[config.mk]
export PLATFORM = sky130hd
export DESIGN_NAME = sprite_rom_arbiter
export DESIGN_NICKNAME = d
export VERILOG_FILES = /design/src/rtl/sprite_rom_arbiter.sv
export SDC_FILE = /design/constraint.sdc
export NUM_CORES = 1
export LEC_CHECK = 0
export ABC_CLOCK_PERIOD_IN_PS = 2700
export CORE_UTILIZATION = 33
export DETAILED_ROUTE_END_ITERATION = 7
export HOLD_SLACK_MARGIN = 0.1
export MAX_ROUTING_LAYER = met4
export PLACE_DENSITY = 0.86
export SLEW_MARGIN = 20
export SYNTH_ARGS = -nofsm -noshare
export SYNTH_HDL_FRONTEND = slang
export SYNTH_SLANG_ARGS = --single-unit
[constraint.sdc]
create_clock -name vga_clk -period 2.7 [get_ports vga_clk]
set_input_delay 0.54 -clock vga_clk [delete_from_list [all_inputs] [get_ports vga_clk]]
set_output_delay 0.54 -clock vga_clk [all_outputs]
set_load 0.005 [all_outputs]
[src/rtl/sprite_rom_arbiter.sv]
// Burst-locked round-robin arbiter sharing one synchronous sprite ROM between two renderers.
// Define SPRITE_ROM_ARB_STATS_EN to add per-requester grant counters and their clear input.

`ifdef SPRITE_ROM_ARB_STATS_EN
// Saturating 16-bit event counter; a synchronous clear beats a same-cycle increment.
module sprite_rom_arb_cnt (
    input  logic        vga_clk,
    input  logic        reset,
    input  logic        clr,
    input  logic        inc,
    output logic [15:0] cnt
);
    always_ff @(posedge vga_clk or posedge reset) begin
        if (reset)                         cnt <= '0;
        else if (clr)                      cnt <= '0;
        else if (inc && cnt != 16'hFFFF)   cnt <= cnt + 16'd1;
    end
endmodule
`endif

module sprite_rom_arbiter #(
    parameter int ADDR_W    = 10,
    parameter int DATA_W    = 4,
    parameter int ROM_LAT   = 1,
    parameter int BURST_LEN = 4
) (
    input  logic              vga_clk,
    input  logic              reset,
`ifdef SPRITE_ROM_ARB_STATS_EN
    input  logic              stats_clr,
    output logic [15:0]       gnt_cnt0,
    output logic [15:0]       gnt_cnt1,
`endif
    input  logic              req0,
    input  logic              req1,
    input  logic [ADDR_W-1:0] addr0,
    input  logic [ADDR_W-1:0] addr1,
    output logic              gnt0,
    output logic              gnt1,
    output logic              rvalid0,
    output logic              rvalid1,
    output logic [DATA_W-1:0] rdata,
    output logic [ADDR_W-1:0] rom_address,
    input  logic [DATA_W-1:0] rom_q
);
    localparam int BEAT_W = $clog2(BURST_LEN + 1);
    localparam logic [BEAT_W-1:0] BURST_MAX = BEAT_W'(BURST_LEN);

    typedef enum logic [1:0] {IDLE, OWN0, OWN1} state_t;

    state_t            state, state_nxt;
    logic [BEAT_W-1:0] beat, beat_nxt;
    logic              last, last_nxt;
    logic              gnt_any, gnt_id, cont;
    logic              own_id, own_req, oth_req;

    always_comb begin
        gnt_any = 1'b0;
        gnt_id  = 1'b0;
        cont    = 1'b0;
        own_id  = (state == OWN1);
        own_req = own_id ? req1 : req0;
        oth_req = own_id ? req0 : req1;
        case (state)
            OWN0, OWN1: begin
                if (own_req && beat < BURST_MAX) begin
                    gnt_any = 1'b1;
                    gnt_id  = own_id;
                    cont    = 1'b1;
                end else if (oth_req) begin
                    gnt_any = 1'b1;
                    gnt_id  = ~own_id;
                end else if (own_req) begin
                    // burst exhausted but nobody else waiting: start a fresh burst
                    gnt_any = 1'b1;
                    gnt_id  = own_id;
                end
            end
            default: begin
                if (req0 && req1) begin
                    gnt_any = 1'b1;
                    gnt_id  = ~last;
                end else if (req0 || req1) begin
                    gnt_any = 1'b1;
                    gnt_id  = req1;
                end
            end
        endcase
    end

    always_comb begin
        state_nxt = IDLE;
        beat_nxt  = '0;
        last_nxt  = last;
        if (gnt_any) begin
            state_nxt = gnt_id ? OWN1 : OWN0;
            beat_nxt  = cont ? beat + 1'b1 : BEAT_W'(1);
            last_nxt  = gnt_id;
        end
    end

    always_ff @(posedge vga_clk or posedge reset) begin
        if (reset) begin
            state <= IDLE;
            beat  <= '0;
            last  <= 1'b1;
        end else begin
            state <= state_nxt;
            beat  <= beat_nxt;
            last  <= last_nxt;
        end
    end

    // Reset is asynchronous, so the combinational grant must be masked as well.
    assign gnt0        = gnt_any & ~gnt_id & ~reset;
    assign gnt1        = gnt_any &  gnt_id & ~reset;
    assign rom_address = gnt0 ? addr0 : (gnt1 ? addr1 : '0);

    // Response tracking: {valid,id} travels alongside the ROM's own latency.
    logic [ROM_LAT:1] vld_pipe;
    logic [ROM_LAT:1] id_pipe;

    always_ff @(posedge vga_clk or posedge reset) begin
        if (reset) begin
            vld_pipe <= '0;
            id_pipe  <= '0;
        end else begin
            vld_pipe[1] <= gnt0 | gnt1;
            id_pipe[1]  <= gnt1;
            for (int i = 2; i <= ROM_LAT; i++) begin
                vld_pipe[i] <= vld_pipe[i-1];
                id_pipe[i]  <= id_pipe[i-1];
            end
        end
    end

    assign rvalid0 = vld_pipe[ROM_LAT] & ~id_pipe[ROM_LAT];
    assign rvalid1 = vld_pipe[ROM_LAT] &  id_pipe[ROM_LAT];
    assign rdata   = rom_q;

`ifdef SPRITE_ROM_ARB_STATS_EN
    logic [1:0][15:0] cnt_arr;

    sprite_rom_arb_cnt u_cnt [1:0] (
        .vga_clk (vga_clk),
        .reset   (reset),
        .clr     (stats_clr),
        .inc     ({gnt1, gnt0}),
        .cnt     (cnt_arr)
    );

    assign gnt_cnt0 = cnt_arr[0];
    assign gnt_cnt1 = cnt_arr[1];
`endif

endmodule

## Word-level counts from Yosys, hierarchy flattened

Index checks and enable logic that the tools add are counted.

- Flip-flop bits (word level): 8
- Input bits: 28
- Word-level logic and storage cells: 47

- Add/subtract/negate cells: 1
- $lt $le $gt $ge: 1
- Equality and inequality tests: 2
- Multiplexer cells: 22
- Bitwise logic cells: 12
- Reduce and logical (&&, ||, !) cells: 4

Operator list:

| operator | number |
|---|---|
| $mux W10 | 2 |
| $mux W1 | 16 |
| $and A1 B1 Y1 | 6 |
| $mux W3 | 2 |
| $not A1 Y1 | 5 |
| $mux W2 | 2 |
| $add A3 B1 Y3 const B | 1 |
| $lt A3 B3 Y1 const B | 1 |
| $eq A2 B1 Y1 const B | 1 |
| $eq A2 B2 Y1 const B | 1 |
| $logic_and A1 B1 Y1 | 2 |
| $reduce_or A2 Y1 | 1 |
| $logic_or A1 B1 Y1 | 1 |
| $or A1 B1 Y1 | 1 |

## Logic depth before layout (Yosys ltp)

Gate-level depths: netlist of run 1.

- Word-level depth: 10
- Mapped depth: 7

## Worst setup path before layout of run 1

No wires, ideal clock.

- Path type: reg2out
- Start point: register state[1]
- End point: output port rom_address[0]
- Data arrival time: 1.572 ns
- Required time: 2.160 ns
- Path slack: 0.588 ns
- Stages on the path, launching flop included: 7
- Path buffers: 1
- Cell sequence: dfrtp_1 -> ha_1 -> nand3_1 -> o311ai_1 -> nor2_2 -> buf_6 -> mux2i_1

- Cells in the longest elaborated chain, start to end: 10
- Elaborated cells on any way between the ends: 22
- Classes of those cells: eq/ne: 2; mux: 12; bitwise: 6; reduce/logical: 2

RTL lines:

| what | line | RTL |
|---|---|---|
| start: declaration | 51 | `state_t state, state_nxt;` |
| start signal: assignment | 108 | `state <= state_nxt;` |
| $eq A2 B2 Y1 | 61, 64 |  |
| $mux W1 | 62 | `own_req = own_id ? req1 : req0;` |
| $mux W1 | 73 | `end else if (own_req) begin` |
| $mux W1 | 70 | `end else if (oth_req) begin` |
| $mux W1 | 66 | `if (own_req && beat < BURST_MAX) begin` |
| $mux W1 | 64 | `case (state)` |
| $and A1 B1 Y1 / $not A1 Y1 (equally long branches) | 116, 115 |  |
| $and A1 B1 Y1 (on tied branches) | 116, 115 |  |
| $mux W10 / $and A1 B1 Y1 (equally long branches) | 117, 115 |  |
| $mux W10 (*) | 117 | `assign rom_address = gnt0 ? addr0 : (gnt1 ? addr1 : '0);` |
| end: declaration | 43 | `output logic [ADDR_W-1:0] rom_address,` |

Every way passes the cells marked *; elsewhere a longest branch is shown, timed or not.

## Worst setup path after layout of run 1

- Start point: register state[1]
- End point: output port gnt1

- Cells in the longest elaborated chain, start to end: 8
- Elaborated cells on any way between the ends: 17
- Classes of those cells: eq/ne: 2; mux: 10; bitwise: 3; reduce/logical: 2

RTL lines:

| what | line | RTL |
|---|---|---|
| $eq A2 B2 Y1 | 61, 64 |  |
| $mux W1 | 62 |  |
| $mux W1 | 73 |  |
| $mux W1 | 70 |  |
| $mux W1 | 66 |  |
| $mux W1 | 64 |  |
| $and A1 B1 Y1 (*) (2 in a row) | 116 | `assign gnt1 = gnt_any & gnt_id & ~reset;` |
| end: declaration | 39 | `output logic gnt1,` |

Marks and branches as above.

==> results of run 1 <==
[per-layer routing]
layer	vias up	track usage, %
met4	0	10.9
li1	335	-
met5	-	-
met3	6	3.17
met1	305	21.0
met2	31	38.9
[timing repair]
action	4_1_cts	5_1_grt
setup endpoints to repair	12	7
cloned	2	0
gates resized for setup	29	9
pin swaps	5	2
setup buffers	2	0
[cell type report]
type                       instances  area, um^2
multi-input combinational         56         430
inverter                           4        16.3
fill                             153         593
sequential                         8         201
clock buffer                       4        26.3
tap                               25        31.3
timing repair buffer              49         447
[cell families after synthesis]
group	count (synthesis)
simple gates	37
flops	8
compound gates	5
mux	10
buf+inv	11
fa+ha+maj	3
[stage by stage]
stage | hold WS, ns | instances | TNS [ns] | setup WS (ns)
6_report | 0.532 | 146 | 0 | 0.0928
5_1_grt | 0.545 | 146 | 0 | 0.0129
4_1_cts | 0.535 | 146 | 0 | 0.103
3_5_place_dp | 0.518 | 138 | -5.91 | -0.570
3_3_place_gp | 0.505 | 138 | -4.75 | -0.454
2_1_floorplan | 0.355 | 74 | 0 | 0.588
[registers in the layout (all words and copies together), names as in the netlist]
name,flops
last,1
id_pipe,1
vld_pipe,1
state,2
beat,3
[power groups by stage]
stage	Sequential, mW	Clock (mW)	Combinational, mW
2_1_floorplan	0.174	0	0.216
3_3_place_gp	0.178	0	0.363
3_5_place_dp	0.181	0	0.378
4_1_cts	0.185	0.101	0.451
5_1_grt	0.190	0.111	0.492
6_report	0.186	0.0967	0.452
[layout by cell type (no fill, tap or decap), drive strengths merged, types with 6 or more instances in the layout]
cell	count
dfrtp	7
buf	12
mux2i	10
clkdlybuf4s50	23
nand2	22
nor2	7
dlygate4sd2	9
clkbuf	6
[worst register-to-register path, delay by kind of cell, from the launching register on]
family                     cells  cell delay, ns
DFF                            1            0.42
and+or+nand+nor                2            0.19
AOI/OAI and AO/OA              2            0.44
adders and majority gates      1            0.20
buffers and inverters          2            0.36
[path summary, 6_finish.rpt]
path / start / endpoint / slack [ns] / cells past startpoint
setup / recovery: state[1]$_DFF_PP0_ / gnt1 / 0.09 / 8
setup reg to reg: state[1]$_DFF_PP0_ / last$_DFFE_PP1P_ / 1.01 / 7
hold reg to reg: last$_DFFE_PP1P_ / last$_DFFE_PP1P_ / 0.53 / 1
max in group asynchronous: reset / last$_DFFE_PP1P_ / 1.69 / 3
min in group asynchronous: reset / state[1]$_DFF_PP0_ / 0.73 / 3
hold / removal: last$_DFFE_PP1P_ / last$_DFFE_PP1P_ / 0.53 / 1
==> results by group, run 1 <==
Status
  – Status: complete, no violations

Setup path
  – Crit-path cells: ha_4 -> buf_4 -> a2111oi_4 -> buf_4 -> buf_4 -> nor4_2 -> buf_4 -> dlygate4sd2_1
  – Buffer and inverter count on the worst path: 5
  – Critical Path Slowest Stage Cell: dfrtp_1
  – Crit path DAT: 2.07 ns
  – CP top delay family: buffers and inverters
  – Endpoint class of the critical path: primary output
  – Critical path class: reg -> out
  – Cell mode on critical path: buf_4
  – Startpoint types: flip-flop
  – Crit path max fanout: 4
  – Crit path largest cell delay: 0.42 ns
  – Worst EP required: 2.16 ns

Drt
  – Routed Antenna Nets: 0
  – Vias: 677
  – Per-cell routed wire length: 12.0 um
  – Drt initial violations: 15
  – Top routing layer in use: met4
  – Met3 WL: 83 um
  – WL met1: 680 um
  – WL final: 1750 um
  – Drt pass-1 iters: 3
  – Metal2 WL: 943 um
  – Drt via density: 4.64
  – DRC viols: 0

Global routing
  – Vias in the first global route: 763
  – GR Util All Layers: 21.1%
  – Initial antenna violation count: 0
  – Overflow after GRT: 0
  – Largest net degree at the start of global routing: 12
  – First-pass GRT wire length: 3040 um

Synthesis
  – Adder-Cell Fraction of Synth Area: 6.00%
  – Synth Flop Type: dfrtp_1
  – Share of the synthesized area in the top cell type: 28.0%
  – Netlist Area Pre-Place: 626 um^2
  – EDFF count, synth: 0
  – Avg Cell Area, Syn: 8.45 um^2
  – Yosys cell types: 23
  – Seq/Total Area, Yosys: 32.2%
  – Count leader, synth: nand2_1
  – Post-synthesis xor/xnor area fraction: 0%
  – Commonest cells post-synth: 22 x nand2_1, 10 x mux2i_1, 7 x dfrtp_1, 5 x nor2_1, 4 x buf_4
  – Synthesized flop and latch total: 8
  – Post-synth ARST share: 100%
  – Synth Area in Simple Gates: 26.6%
  – Synth Area in Compound Gates: 9.00%
  – Synthesis Warnings: 0
  – Largest area contributor in the netlist: dfrtp_1
  – Top cells by area, synth: dfrtp_1 28%, mux2i_1 16%, nand2_1 13%
  – Largest family of logic cells by synthesized area: simple AND/OR/NAND/NOR gates
  – Cells after synthesis: 74
  – Mux contribution to synthesized area: 16.0%
  – Syn Nets: 105

CTS
  – H-tree Lvls: 1
  – Hold-fix buffers, CTS: 0
  – TritonCTS clock tree: yes
  – Reg clk slew, reported paths: 0.05 ns
  – CTS Buf Count: 3
  – TritonCTS Sinks: 8
  – Longest Clk Path Bufs: 2
  – Skew-Pair Late Insertion Delay: 0.25 ns
  – CTS root buf: clkbuf_4

Power
  – Pwr per Cell Area: 638 mW/mm^2
  – Sw Ratio: 36.9%
  – Reg power frac: 25.3%
  – Net Switching: 271 uW
  – Clk pwr share: 13.2%
  – Comb pwr share: 61.5%
  – Total Power: 735 uW
  – Peak supply drop: 0.000306 V
  – Leakage: 0.533 nW
  – Internal cell power: 464 uW

STA
  – Max-slew headroom: 73.1%
  – FMAX: 0.384 GHz
  – Final Hold Vio Count: 0
  – Tmin final: 2.61 ns
  – RSZ-0062 raised after global routing: false
  – Worst-Margin Slew: 0.402 ns
  – # setup viols final: 0
  – Setup Skew: 0.00182 ns
  – Final Cycle Share: 96.6%
  – Max-slew violations: 0

Placed design
  – PortBufs: 37
  – Hpwl dp: 1260 um
  – GP Congestion: 0.817
  – Dpl cell area: 0.00105 mm^2

Die
  – Io pins: 46
  – Die area: 0.00207 mm^2
  – Die height: 45.5 um
  – Die Span X: 45.5 um
  – Core box area: 0.00175 mm^2
  – Initial Utilization: 35.8%
  – FP Rows: 15

Final layout
  – Post-Route Utilization: 66.0%
  – Fin area: 0.00115 mm^2
  – Total Nets Final: 153
  – Antenna Cells: 0
  – Area growth, synth to finish: 84.2%
  – Layout cells sized above 1: 25.6%

Hold path
  – Worst min-delay path category: reg -> reg

Flow run
  – Max-Cap Viols: 0
Note: power is estimated with default switching activity, not from simulation.
==> inputs of run 2 (changes only) <==
--- a/config.mk
+++ b/config.mk
@@ -6,6 +6,7 @@
 export NUM_CORES = 1
 export LEC_CHECK = 0
 export ABC_CLOCK_PERIOD_IN_PS = 2700
+export CAP_MARGIN = 10
 export CORE_UTILIZATION = 33
 export DETAILED_ROUTE_END_ITERATION = 7
 export HOLD_SLACK_MARGIN = 0.1
==> results of run 2 <==
Same layout as run 1: the final DEF is identical, and so are final timing and power.
